`src/rtl/regwb_scheduler.sv`:
```
// regwb_scheduler: arbitrates register-bank writeback requesters, settles the mux selects, then strobes reg_wr.
// Optional macro ROUND_ROBIN_EN selects round-robin arbitration; otherwise the lowest index wins.
module regwb_scheduler #(
    parameter int unsigned NREQ          = 4,
    parameter int unsigned SETTLE_CYCLES = 1
) (
    input  logic              clk,
    input  logic              reset,
    input  logic [NREQ-1:0]   req,
    input  logic [3*NREQ-1:0] req_dst,
    input  logic [4*NREQ-1:0] req_src,
    input  logic [4:0]        wr_reg,
    output logic [2:0]        regdst_sel,
    output logic [3:0]        memtoreg_sel,
    output logic              reg_wr,
    output logic [NREQ-1:0]   req_ack,
    output logic              req_err,
    output logic              busy
);
    localparam int unsigned IDW = (NREQ > 1) ? $clog2(NREQ) : 1;

    typedef enum logic [1:0] {IDLE, SETUP, WRITE, ACK} state_t;

    state_t         state;
    logic [IDW-1:0] id;
    logic [2:0]     cnt;
    logic [IDW-1:0] win_id;
    logic [2:0]     win_dst;
    logic [3:0]     win_src;
    logic [NREQ-1:0] win_hot;
`ifdef ROUND_ROBIN_EN
    logic [IDW-1:0] ptr;
    int unsigned    best;
    int unsigned    dist;
`endif

    always_comb begin
        win_id = '0;
`ifdef ROUND_ROBIN_EN
        // Distance from ptr+1 going upward with wrap; the nearest requester wins.
        best = NREQ;
        dist = 0;
        for (int unsigned i = 0; i < NREQ; i++) begin
            dist = (i + NREQ - 32'(ptr) - 1) % NREQ;
            if (req[i] && (dist < best)) begin
                best   = dist;
                win_id = IDW'(i);
            end
        end
`else
        for (int unsigned i = NREQ; i > 0; i--) begin
            if (req[i-1]) win_id = IDW'(i - 1);
        end
`endif
        win_dst = '0;
        win_src = '0;
        for (int unsigned i = 0; i < NREQ; i++) begin
            if (IDW'(i) == win_id) begin
                win_dst = req_dst[3*i +: 3];
                win_src = req_src[4*i +: 4];
            end
        end
        win_hot = NREQ'(1) << win_id;
    end

    always_ff @(posedge clk) begin
        if (reset) begin
            state        <= IDLE;
            id           <= '0;
            cnt          <= '0;
            regdst_sel   <= '0;
            memtoreg_sel <= '0;
            reg_wr       <= 1'b0;
            req_ack      <= '0;
            req_err      <= 1'b0;
            busy         <= 1'b0;
`ifdef ROUND_ROBIN_EN
            ptr          <= IDW'(NREQ - 1);
`endif
        end else begin
            reg_wr  <= 1'b0;
            req_ack <= '0;
            req_err <= 1'b0;
            case (state)
                IDLE: begin
                    if (|req) begin
                        id   <= win_id;
                        busy <= 1'b1;
`ifdef ROUND_ROBIN_EN
                        ptr  <= win_id;
`endif
                        // Illegal destination: drop straight to ACK, selects keep their old value.
                        if (win_dst > 3'd4) begin
                            req_ack <= win_hot;
                            req_err <= 1'b1;
                            state   <= ACK;
                        end else begin
                            regdst_sel   <= win_dst;
                            memtoreg_sel <= win_src;
                            cnt          <= 3'(SETTLE_CYCLES - 1);
                            state        <= SETUP;
                        end
                    end
                end
                SETUP: begin
                    if (cnt == '0) begin
                        reg_wr <= (wr_reg != 5'd0);
                        state  <= WRITE;
                    end else begin
                        cnt <= cnt - 3'd1;
                    end
                end
                WRITE: begin
                    req_ack <= NREQ'(1) << id;
                    state   <= ACK;
                end
                ACK: begin
                    busy  <= 1'b0;
                    state <= IDLE;
                end
                default: state <= IDLE;
            endcase
        end
    end
endmodule

```
`config.mk`:
```
export PLATFORM = sky130hd
export DESIGN_NAME = regwb_scheduler
export DESIGN_NICKNAME = d
export VERILOG_FILES = /design/src/rtl/regwb_scheduler.sv
export SDC_FILE = /design/constraint.sdc
export NUM_CORES = 1
export LEC_CHECK = 0
export ABC_AREA = 1
export BUFFER_PORTS_ARGS = -buffer_cell sky130_fd_sc_hd__buf_2
export CORE_MARGIN = 4
export CORE_UTILIZATION = 47
export DETAILED_ROUTE_END_ITERATION = 8
export PLACE_DENSITY = 0.78
export SLEW_MARGIN = 20
export SYNTH_ARGS = -nofsm -noshare
export SYNTH_HDL_FRONTEND = slang
export SYNTH_SLANG_ARGS = --single-unit
```
`constraint.sdc`:
```
create_clock -name clk -period 2.55 [get_ports clk]
set_input_delay 0.3825 -clock clk [delete_from_list [all_inputs] [get_ports clk]]
set_output_delay 0.3825 -clock clk [all_outputs]
set_load 0.03 [all_outputs]
```
==> flow_summary.json, run 1 <==
{
  "grt_setup_unrepaired": "false",
  "period_share": 0.6806,
  "cp.arrival_ns": 1.98,
  "wl_per_cell_um": 11.58,
  "clock_latency_ns": 0.30,
  "die_w_um": 60.44,
  "cts_buffers": 3,
  "antenna_left": 0,
  "critPathMaxFanout": 9,
  "synth_cell_type_count": 26,
  "startpoint": "state[0]",
  "num_vias": 1349,
  "start_kind": "flop",
  "fill_cells": 259,
  "hpwlAfterDp_mm": 2.544,
  "routabilityCongestion": 0.8117,
  "cts.sink_count": 21,
  "htreeDepth": 1,
  "grt_pass1_wl_mm": 4.995,
  "power.leakage_nw": 0.8313,
  "layout_commonest_cell": "buf_2",
  "core_area_um2": 2545,
  "clock_path_buffers": 2,
  "start_util": 0.5079,
  "overflow": 0,
  "yosysSeqAreaShare": 0.3253,
  "drcViolationCount": 0,
  "slew_headroom": 0.8142,
  "diodes": 0,
  "drt-initial-drc-count": 69,
  "drv_slew": 0,
  "power_density_nw_per_um2": 794.4,
  "grtUsageTotal": 0.1759,
  "setup_viol": 0,
  "synth-main-ff-cell": "dfxtp_1",
  "syn_inst": 182,
  "end_kind": "flop",
  "syn_area_per_cell_um2": 7.102,
  "die_area_um2": 3653,
  "area_growth_pct": 24.88,
  "cts_hold_buf": 0,
  "synthArstFlopShare": 0,
  "antenna_found_initial": 0,
  "grt_pass1_vias": 1240,
  "status": "finished, final reports clean",
  "r2r_start": "state[0]",
  "worstHoldStart": "reset",
  "hold_violations": 0,
  "synth-seq-cells": 21,
  "grt_max_degree": 16,
  "num_rows": 18,
  "cts.clk_slew.worst_paths_ns": 0.11,
  "nNetsFinal": 283,
  "clock.fmax_ghz": 0.5762,
  "hp-class": "input pin to flop",
  "ioPinCount": 53,
  "critPathRequiredTime_ns": 2.80,
  "yosysWarnings": 0,
  "cts_tree": "built",
  "drive_above_1_share": 0.3544,
  "root_buffer": "clkbuf_4",
  "cts_setup_buffers": 0,
  "numPortBuffers": 52,
  "skew_ns": 0.003239,
  "synth_edf_count": 0,
  "tns_ns": 0,
  "first_pass_iters": 4,
  "syn_nets": 227,
  "worst_pin_slew_ns": 0.2788,
  "wirelength_mm": 3.092,
  "fin_crit_ns": 1.735,
  "ir_drop_v": 0.0006413,
  "synth_area_um2": 1292,
  "ctsResizeCount": 0,
  "layout_common_cells": "buf_2 (52), nand2_1 (45), dfxtp_1 (21)",
  "p_total_w": 0.001282,
  "die_y_um": 60.44,
  "cap_violations": 0,
  "via_per_inst": 5.052,
  "path_class": "flop to flop"
}
-- path summary, 6_finish.rpt --
| path | endpoint | cells after the start | slack, ns |
|---|---|---|---|
| min reg2reg | regdst_sel[2] | 2 | 0.46 |
| min | regdst_sel[1] | 2 | 0.42 |
| max reg2reg | regdst_sel[1] | 9 | 0.81 |
| max | regdst_sel[1] | 9 | 0.81 |
-- metal layers --
metal	track usage	vias up	part of all wire	wire length [µm]
li1	-	705	-	-
met1	0.2081	600	0.40	1245
met2	0.3302	42	0.51	1573
met3	0.03404	2	0.084	260
met4	0.03406	0	0.0045	14
met5	0	-	0	0
-- layout make-up --
class / count / area (µm²) / area share
Multi-Input combinational cell: 136 / 778.2 / 0.4822
Clock buffer: 3 / 22.52 / 0.01395
Clock inverter: 1 / 5.005 / 0.003101
Inverter: 24 / 90.09 / 0.05581
Timing Repair Buffer: 52 / 260.3 / 0.1612
Tap cell: 30 / 37.54 / 0.02326
Sequential cell: 21 / 420.4 / 0.2605
-- synth_stat cells, types with 2 or more instances --
library cell,count,area (µm²)
nand2_1,45,168.9
dfxtp_1,21,420.4
a21oi_1,18,90.09
nand3_1,16,80.08
inv_1,15,56.30
nor2_1,13,48.80
inv_2,7,26.28
ha_1,6,75.07
nand2_4,6,67.56
nand4_1,6,37.54
nand2_2,4,25.02
o21ai_0,4,20.02
nor2_2,3,18.77
nor2_4,3,33.78
nor3_1,3,15.01
clkinv_1,2,7.510
-- power breakdown --
group          switching (W)  internal [W]
combinational       0.000442      0.000233
clock              0.0000966     0.0000585
sequential         0.0000431      0.000409
total               0.000582      0.000700
-- critical path: stages (launching register included) --
cell and delay, ns:
dfxtp_1 0.35, inv_1 0.11, ha_1 0.31, inv_2 0.10, nor2_4 0.25, inv_2 0.09, or2_4 0.26, nor2_1 0.10
a21oi_1 0.05, nor2_1 0.07
-- cell families (layout without fill, tap and decap cells) --
| logic type | Yosys count | in the layout | share of synthesized area |
|---|---|---|---|
| simple gates | 105 | 105 | 0.4376 |
| buf+inv | 25 | 80 | 0.07260 |
| flops | 21 | 21 | 0.3253 |
| compound gates | 25 | 25 | 0.1065 |
| fa+ha+maj | 6 | 6 | 0.05808 |
-- state kept, by name, summed over array words and instances, names as in the netlist --
| name | cells |
|---|---|
| reg_wr | 1 |
| req_ack | 4 |
| memtoreg_sel | 4 |
| req_err | 1 |
| busy | 1 |
| cnt | 3 |
| id | 2 |
| regdst_sel | 3 |
| state | 2 |
-- metrics by stage --
stage          hold slack [ns]    util  std cells  cell area (µm²)  setup slack, ns
3_3_place_gp            0.4384  0.6234        263             1587           0.8209
2_1_floorplan           0.4516       -        182             1292            1.015
4_1_cts                 0.4173  0.6342        267             1614           0.7993
6_report                0.4243  0.6342        267             1614           0.8145
5_1_grt                 0.4290  0.6342        267             1614           0.6272
3_5_place_dp            0.4402  0.6234        263             1587           0.8119
(Power assumes the default switching activity.)
==> run 2, diff against run 1 <==
--- a/config.mk
+++ b/config.mk
@@ -5,7 +5,7 @@
 export SDC_FILE = /design/constraint.sdc
 export NUM_CORES = 1
 export LEC_CHECK = 0
-export ABC_AREA = 1
+export ABC_AREA = 0
 export BUFFER_PORTS_ARGS = -buffer_cell sky130_fd_sc_hd__buf_2
 export CORE_MARGIN = 4
 export CORE_UTILIZATION = 47
==> constraint.sdc (replaced) <==
create_clock -name clk -period 1.7 [get_ports clk]
set_input_delay 0.255 -clock clk [delete_from_list [all_inputs] [get_ports clk]]
set_output_delay 0.255 -clock clk [all_outputs]
set_load 0.03 [all_outputs]
==> run 2 against run 1 <==
Against the previous run: synthesized cell count is 13% lower; die area is 1.8% higher; worst setup slack worse by 0.80 ns; design area is 18% higher; sequential share of layout area is 3.9 points lower; critical path type is now input pin to flop.
==> flow_summary.json, run 2 <==
{
  "status": "finished, final reports clean",
  "die_w_um": 61.00,
  "reg_top3": "memtoreg_sel: 4 flops, req_ack: 4 flops",
  "pwr-share-clk": 0.102,
  "slew_headroom": 0.7393,
  "synth-main-ff-cell": "dfxtp_1",
  "intPower_w": 0.001306,
  "synth_most_common_cell": "dfxtp_1",
  "clock.fmax_ghz": 0.5919,
  "die_area_um2": 3720,
  "cp-endpoint": "cnt[1]",
  "path_class": "input pin to flop",
  "antenna_left": 0,
  "routabilityCongestion": 0.8350,
  "hpwlAfterDp_mm": 3.089,
  "drv_slew": 0,
  "core_area_um2": 2567,
  "ioPinCount": 53,
  "skew_ns": 0.001314,
  "numPortBuffers": 52,
  "layout_common_cells": "buf_2 (49), buf_4 (31), dfxtp_1 (20)",
  "cts_buffers": 3,
  "root_buffer": "clkbuf_4",
  "cts_hold_buf": 0,
  "worst_pin_slew_ns": 0.3911,
  "synth-seq-cells": 21,
  "power.leakage_nw": 0.8916,
  "cts_tree": "built",
  "overflow": 0,
  "layout_commonest_cell": "buf_2",
  "power_frac_comb": 0.591,
  "cp.arrival_ns": 1.92,
  "switching_share": 0.4379,
  "fin_crit_ns": 1.690,
  "drcViolationCount": 0,
  "p_switching_w": 0.001018,
  "first_pass_iters": 4,
  "power_density_nw_per_um2": 1218,
  "synthArstFlopShare": 0,
  "num_rows": 18,
  "cap_violations": 0,
  "seqPwrFrac": 0.308,
  "grtUsageTotal": 0.2174,
  "yosysSeqAreaShare": 0.3185,
  "critPathMaxFanout": 7,
  "wirelength_mm": 3.903,
  "diodes": 0,
  "num_vias": 1474,
  "htreeDepth": 1,
  "startpoint": "req[1]",
  "clock_latency_ns": 0.30,
  "drt-initial-drc-count": 65,
  "yosysWarnings": 0,
  "synth_edf_count": 0,
  "fin_ws_ns": 0.01049,
  "clock_path_buffers": 2,
  "cts.sink_count": 21,
  "via_per_inst": 5.541,
  "fin_util": 0.7432,
  "grt_pass1_wl_mm": 6.141,
  "critPathRequiredTime_ns": 1.93,
  "whs_ns": 0.2232,
  "area_growth_pct": 44.55,
  "syn_nets": 204,
  "placed_area_um2": 1777,
  "reg2reg_depth": 7,
  "synthTopCellsByCount": "dfxtp_1 (21), nor2_1 (18), a21oi_1 (16)",
  "grt_max_degree": 20,
  "drive_above_1_share": 0.4492,
  "synth_area_um2": 1320,
  "nNetsFinal": 282,
  "yosysTopAreaCell": "dfxtp_1",
  "end_kind": "flop",
  "yosys.area.top_type_share": 0.3185,
  "grt_pass1_vias": 1437,
  "syn_area_per_cell_um2": 8.302,
  "synth_cell_type_count": 43,
  "start_util": 0.5141,
  "setup_viol": 0,
  "hold_violations": 0,
  "synthTopCellsByArea": "dfxtp_1 (32%), a21oi_1 (6.1%), ha_1 (5.7%)",
  "rrSetupSlack_ns": 0.07,
  "die_y_um": 61.00,
  "worstReg2RegEnd": "cnt[1]",
  "period_share": 0.9938,
  "syn_inst": 159,
  "start_kind": "input pin",
  "antenna_found_initial": 0,
  "dpl_worst_slack_ns": -0.2984,
  "final_area_um2": 1908,
  "ir_drop_v": 0.0008756,
  "wl_per_cell_um": 14.67,
  "cts.clk_slew.worst_paths_ns": 0.11,
  "grt_setup_unrepaired": "true",
  "hp-class": "input pin to flop",
  "r2r_start": "cnt[0]"
}
[run 2: changes by cell type after synthesis, moves of 6 or more]
cell,previous run,this run
nand3_1,16,4
o21ai_0,4,11
nand2_4,6,0
inv_2,7,0
nand2_1,45,11
[run 2: area by class of cell]
type	instances	area [µm²]
Multi-Input combinational cell	119	879.6
Timing Repair Buffer	82	504.2
Sequential cell	21	421.7
Tap cell	30	37.54
Inverter	10	37.54
Clock buffer	3	22.52
Fill cell	191	659.4
Clock inverter	1	5.005
[run 2: worst min-delay path by stage]
stage / cells past startpoint / startpoint / endpoint / slack, ns
finish: 3 / wr_reg[4] / reg_wr / 0.22
global route: 3 / wr_reg[4] / reg_wr / 0.25
CTS: 3 / wr_reg[4] / reg_wr / 0.22
detailed placement: 2 / memtoreg_sel[2] / memtoreg_sel[2] / 0.46
global placement: 2 / memtoreg_sel[2] / memtoreg_sel[2] / 0.45
floorplan: 2 / wr_reg[4] / reg_wr / 0.44
[run 2: repair_timing]
item / 4_1_cts / 5_1_grt
resized for setup: 0 / 26
setup endpoints to repair: 0 / 12
buffers inserted: 0 / 1
[run 2: kinds of logic after synthesis]
| family | share of synthesized area |
|---|---|
| fa+ha+maj | 0.05687 |
| mux | 0.02654 |
| compound gates | 0.3393 |
| flops | 0.3185 |
| simple gates | 0.1782 |
| buf+inv | 0.08057 |
[run 2: metal layers]
metal / GRT usage / vias to the layer above / routed length [µm]
li1: - / 744 / -
met1: 0.2724 / 669 / 1660
met2: 0.3832 / 54 / 1951
met3: 0.01915 / 7 / 211
met4: 0.08359 / 0 / 80
met5: 0 / - / 0
[run 2: through the flow]
stage	setup TNS, ns	total power [W]	std cells
global placement	-2.402	0.001889	262
CTS	0	0.002181	266
finish	0	0.002324	266
detailed placement	-3.160	0.001943	262
global route	-0.01663	0.002503	266
floorplan	-0.5049	0.001472	159
[run 2: power by group through the flow]
| stage | clock network (W) | registers (W) | logic, W |
|---|---|---|---|
| after floorplan | 0 | 0.000880 | 0.000591 |
| after global placement | 0 | 0.000714 | 0.00117 |
| after detailed placement | 0 | 0.000724 | 0.00122 |
| after CTS | 0.000241 | 0.000714 | 0.00123 |
| after global routing | 0.000264 | 0.000738 | 0.00150 |
| final | 0.000236 | 0.000715 | 0.00137 |
[run 2: worst max-delay path, stage by stage]
cell      delay [ns]
buf_8           0.11
nor2b_4         0.14
a221oi_4        0.29
a221oi_4        0.11
o311a_4         0.40
or4_4           0.55
o31ai_4         0.07
==> run 3, diff against run 2 <==
--- a/config.mk
+++ b/config.mk
@@ -10,6 +10,7 @@
 export CORE_MARGIN = 4
 export CORE_UTILIZATION = 47
 export DETAILED_ROUTE_END_ITERATION = 8
+export MAX_ROUTING_LAYER = met4
 export PLACE_DENSITY = 0.78
 export SLEW_MARGIN = 20
 export SYNTH_ARGS = -nofsm -noshare
==> run 3 against run 2 <==
Against the previous run: clock-buffer cell count unchanged; critical path depth unchanged; wire length up 0.33%; power down 2.1%; clock power up 4%; first-iteration DRC count down 22%; die area unchanged; cell count up 0.75%; global-route usage up 0.084 points; combinational power down 4%; critical path type unchanged.
==> flow_summary.json, run 3 (same netlist as run 2, synthesis figures left out) <==
{
  "grt_setup_unrepaired": "true",
  "cts_tree": "built",
  "setup_viol": 0,
  "hp-class": "input pin to flop",
  "slew_headroom": 0.7638,
  "grt_pass1_vias": 1403,
  "critPathRequiredTime_ns": 1.93,
  "fin_util": 0.7437,
  "grtUsageTotal": 0.2182,
  "drt-initial-drc-count": 51,
  "period_share": 0.9738,
  "htreeDepth": 1,
  "drive_above_1_share": 0.4454,
  "first_pass_iters": 4,
  "critPathMaxFanout": 7,
  "start_kind": "input pin",
  "end_kind": "flop",
  "cp.arrival_ns": 1.89,
  "worst_pin_slew_ns": 0.3521,
  "core_area_um2": 2567,
  "grt_max_degree": 20,
  "fin_crit_ns": 1.655,
  "num_rows": 18,
  "layout_commonest_cell": "buf_2",
  "antenna_left": 0,
  "power_density_nw_per_um2": 1191,
  "numPortBuffers": 52,
  "via_per_inst": 5.679,
  "diodes": 0,
  "ioPinCount": 53,
  "layout_common_cells": "buf_2 (49), buf_4 (30), dfxtp_1 (20)",
  "overflow": 0,
  "grt_pass1_wl_mm": 5.920,
  "area_growth_pct": 44.64,
  "wl_per_cell_um": 14.61,
  "cts.sink_count": 21,
  "final_area_um2": 1909,
  "cts_buffers": 3,
  "final-seq-area_um2": 421.7,
  "routabilityCongestion": 0.8473,
  "power.leakage_nw": 0.8989,
  "hold_violations": 0,
  "num_vias": 1522,
  "skew_ns": 0.005114,
  "wirelength_mm": 3.916,
  "placedCellCount": 262,
  "cap_violations": 0,
  "multi_input_area_um2": 854.6,
  "cts_hold_buf": 0,
  "die_w_um": 61.00,
  "fill_cells": 208,
  "placed_area_um2": 1777,
  "die_y_um": 61.00,
  "whs_ns": 0.2353,
  "root_buffer": "clkbuf_4",
  "drcViolationCount": 0,
  "tns_ns": 0,
  "clock_path_buffers": 2,
  "nNetsFinal": 284,
  "antenna_found_initial": 0,
  "ir_drop_v": 0.0008837,
  "clock_latency_ns": 0.30,
  "final_cells": 268,
  "cts.clk_slew.worst_paths_ns": 0.12,
  "drv_slew": 0,
  "reg_top3": "memtoreg_sel: 4 flops, req_ack: 4 flops",
  "die_area_um2": 3720,
  "clock.fmax_ghz": 0.6041,
  "status": "finished, final reports clean",
  "hpwlAfterDp_mm": 3.056,
  "path_class": "input pin to flop",
  "start_util": 0.5141
}
run 3: worst max-delay path, cell delays in order:
cell,delay (ns)
buf_8,0.11
nor2b_4,0.14
a221oi_4,0.27
a221oi_4,0.11
o311a_4,0.40
or4_4,0.54
o31ai_2,0.07
run 3: layout make-up:
class,count,share of cell area
timing repair buffer,84,0.2779
clock buffer,3,0.01180
sequential,21,0.2208
clock inverter,1,0.002621
tap,30,0.01966
multi-input combinational,119,0.4476
inverter,10,0.01966
run 3: path summary, 6_finish.rpt:
kind	startpoint	endpoint	slack (ns)	cells after the start
min reg2reg	memtoreg_sel[2]	memtoreg_sel[2]	0.47	2
max reg2reg	state[0]	cnt[1]	0.07	7
max	req[1]	cnt[1]	0.04	7
min	wr_reg[4]	reg_wr	0.24	3
run 3: layer usage:
metal	track usage	share of wire
met1	0.2709	0.42
met2	0.3649	0.51
met3	0.01915	0.055
met4	0.08359	0.021
met5	-	0
run 3: metrics by stage:
step	power (W)	setup WS [ns]
6_report	0.002275	0.04452
5_1_grt	0.002431	-0.02919
4_1_cts	0.002205	0.01270
3_5_place_dp	0.001939	-0.3327
3_3_place_gp	0.001891	-0.2516
2_1_floorplan	0.001472	-0.2538
run 3: report_power, final:
group	leakage [nW]	switching (W)	internal (W)	total, W
Combinational	0.709	0.000746	0.000566	0.00131
Clock	0.0177	0.000157	0.0000877	0.000245
Sequential	0.172	0.0000811	0.000636	0.000718
run 3: what timing repair did:
action / 4_1_cts / 5_1_grt
pin swaps: 3 / 4
resized for setup: 6 / 17
cloned: 0 / 0
buffers inserted: 1 / 1
setup endpoints to repair: 1 / 9
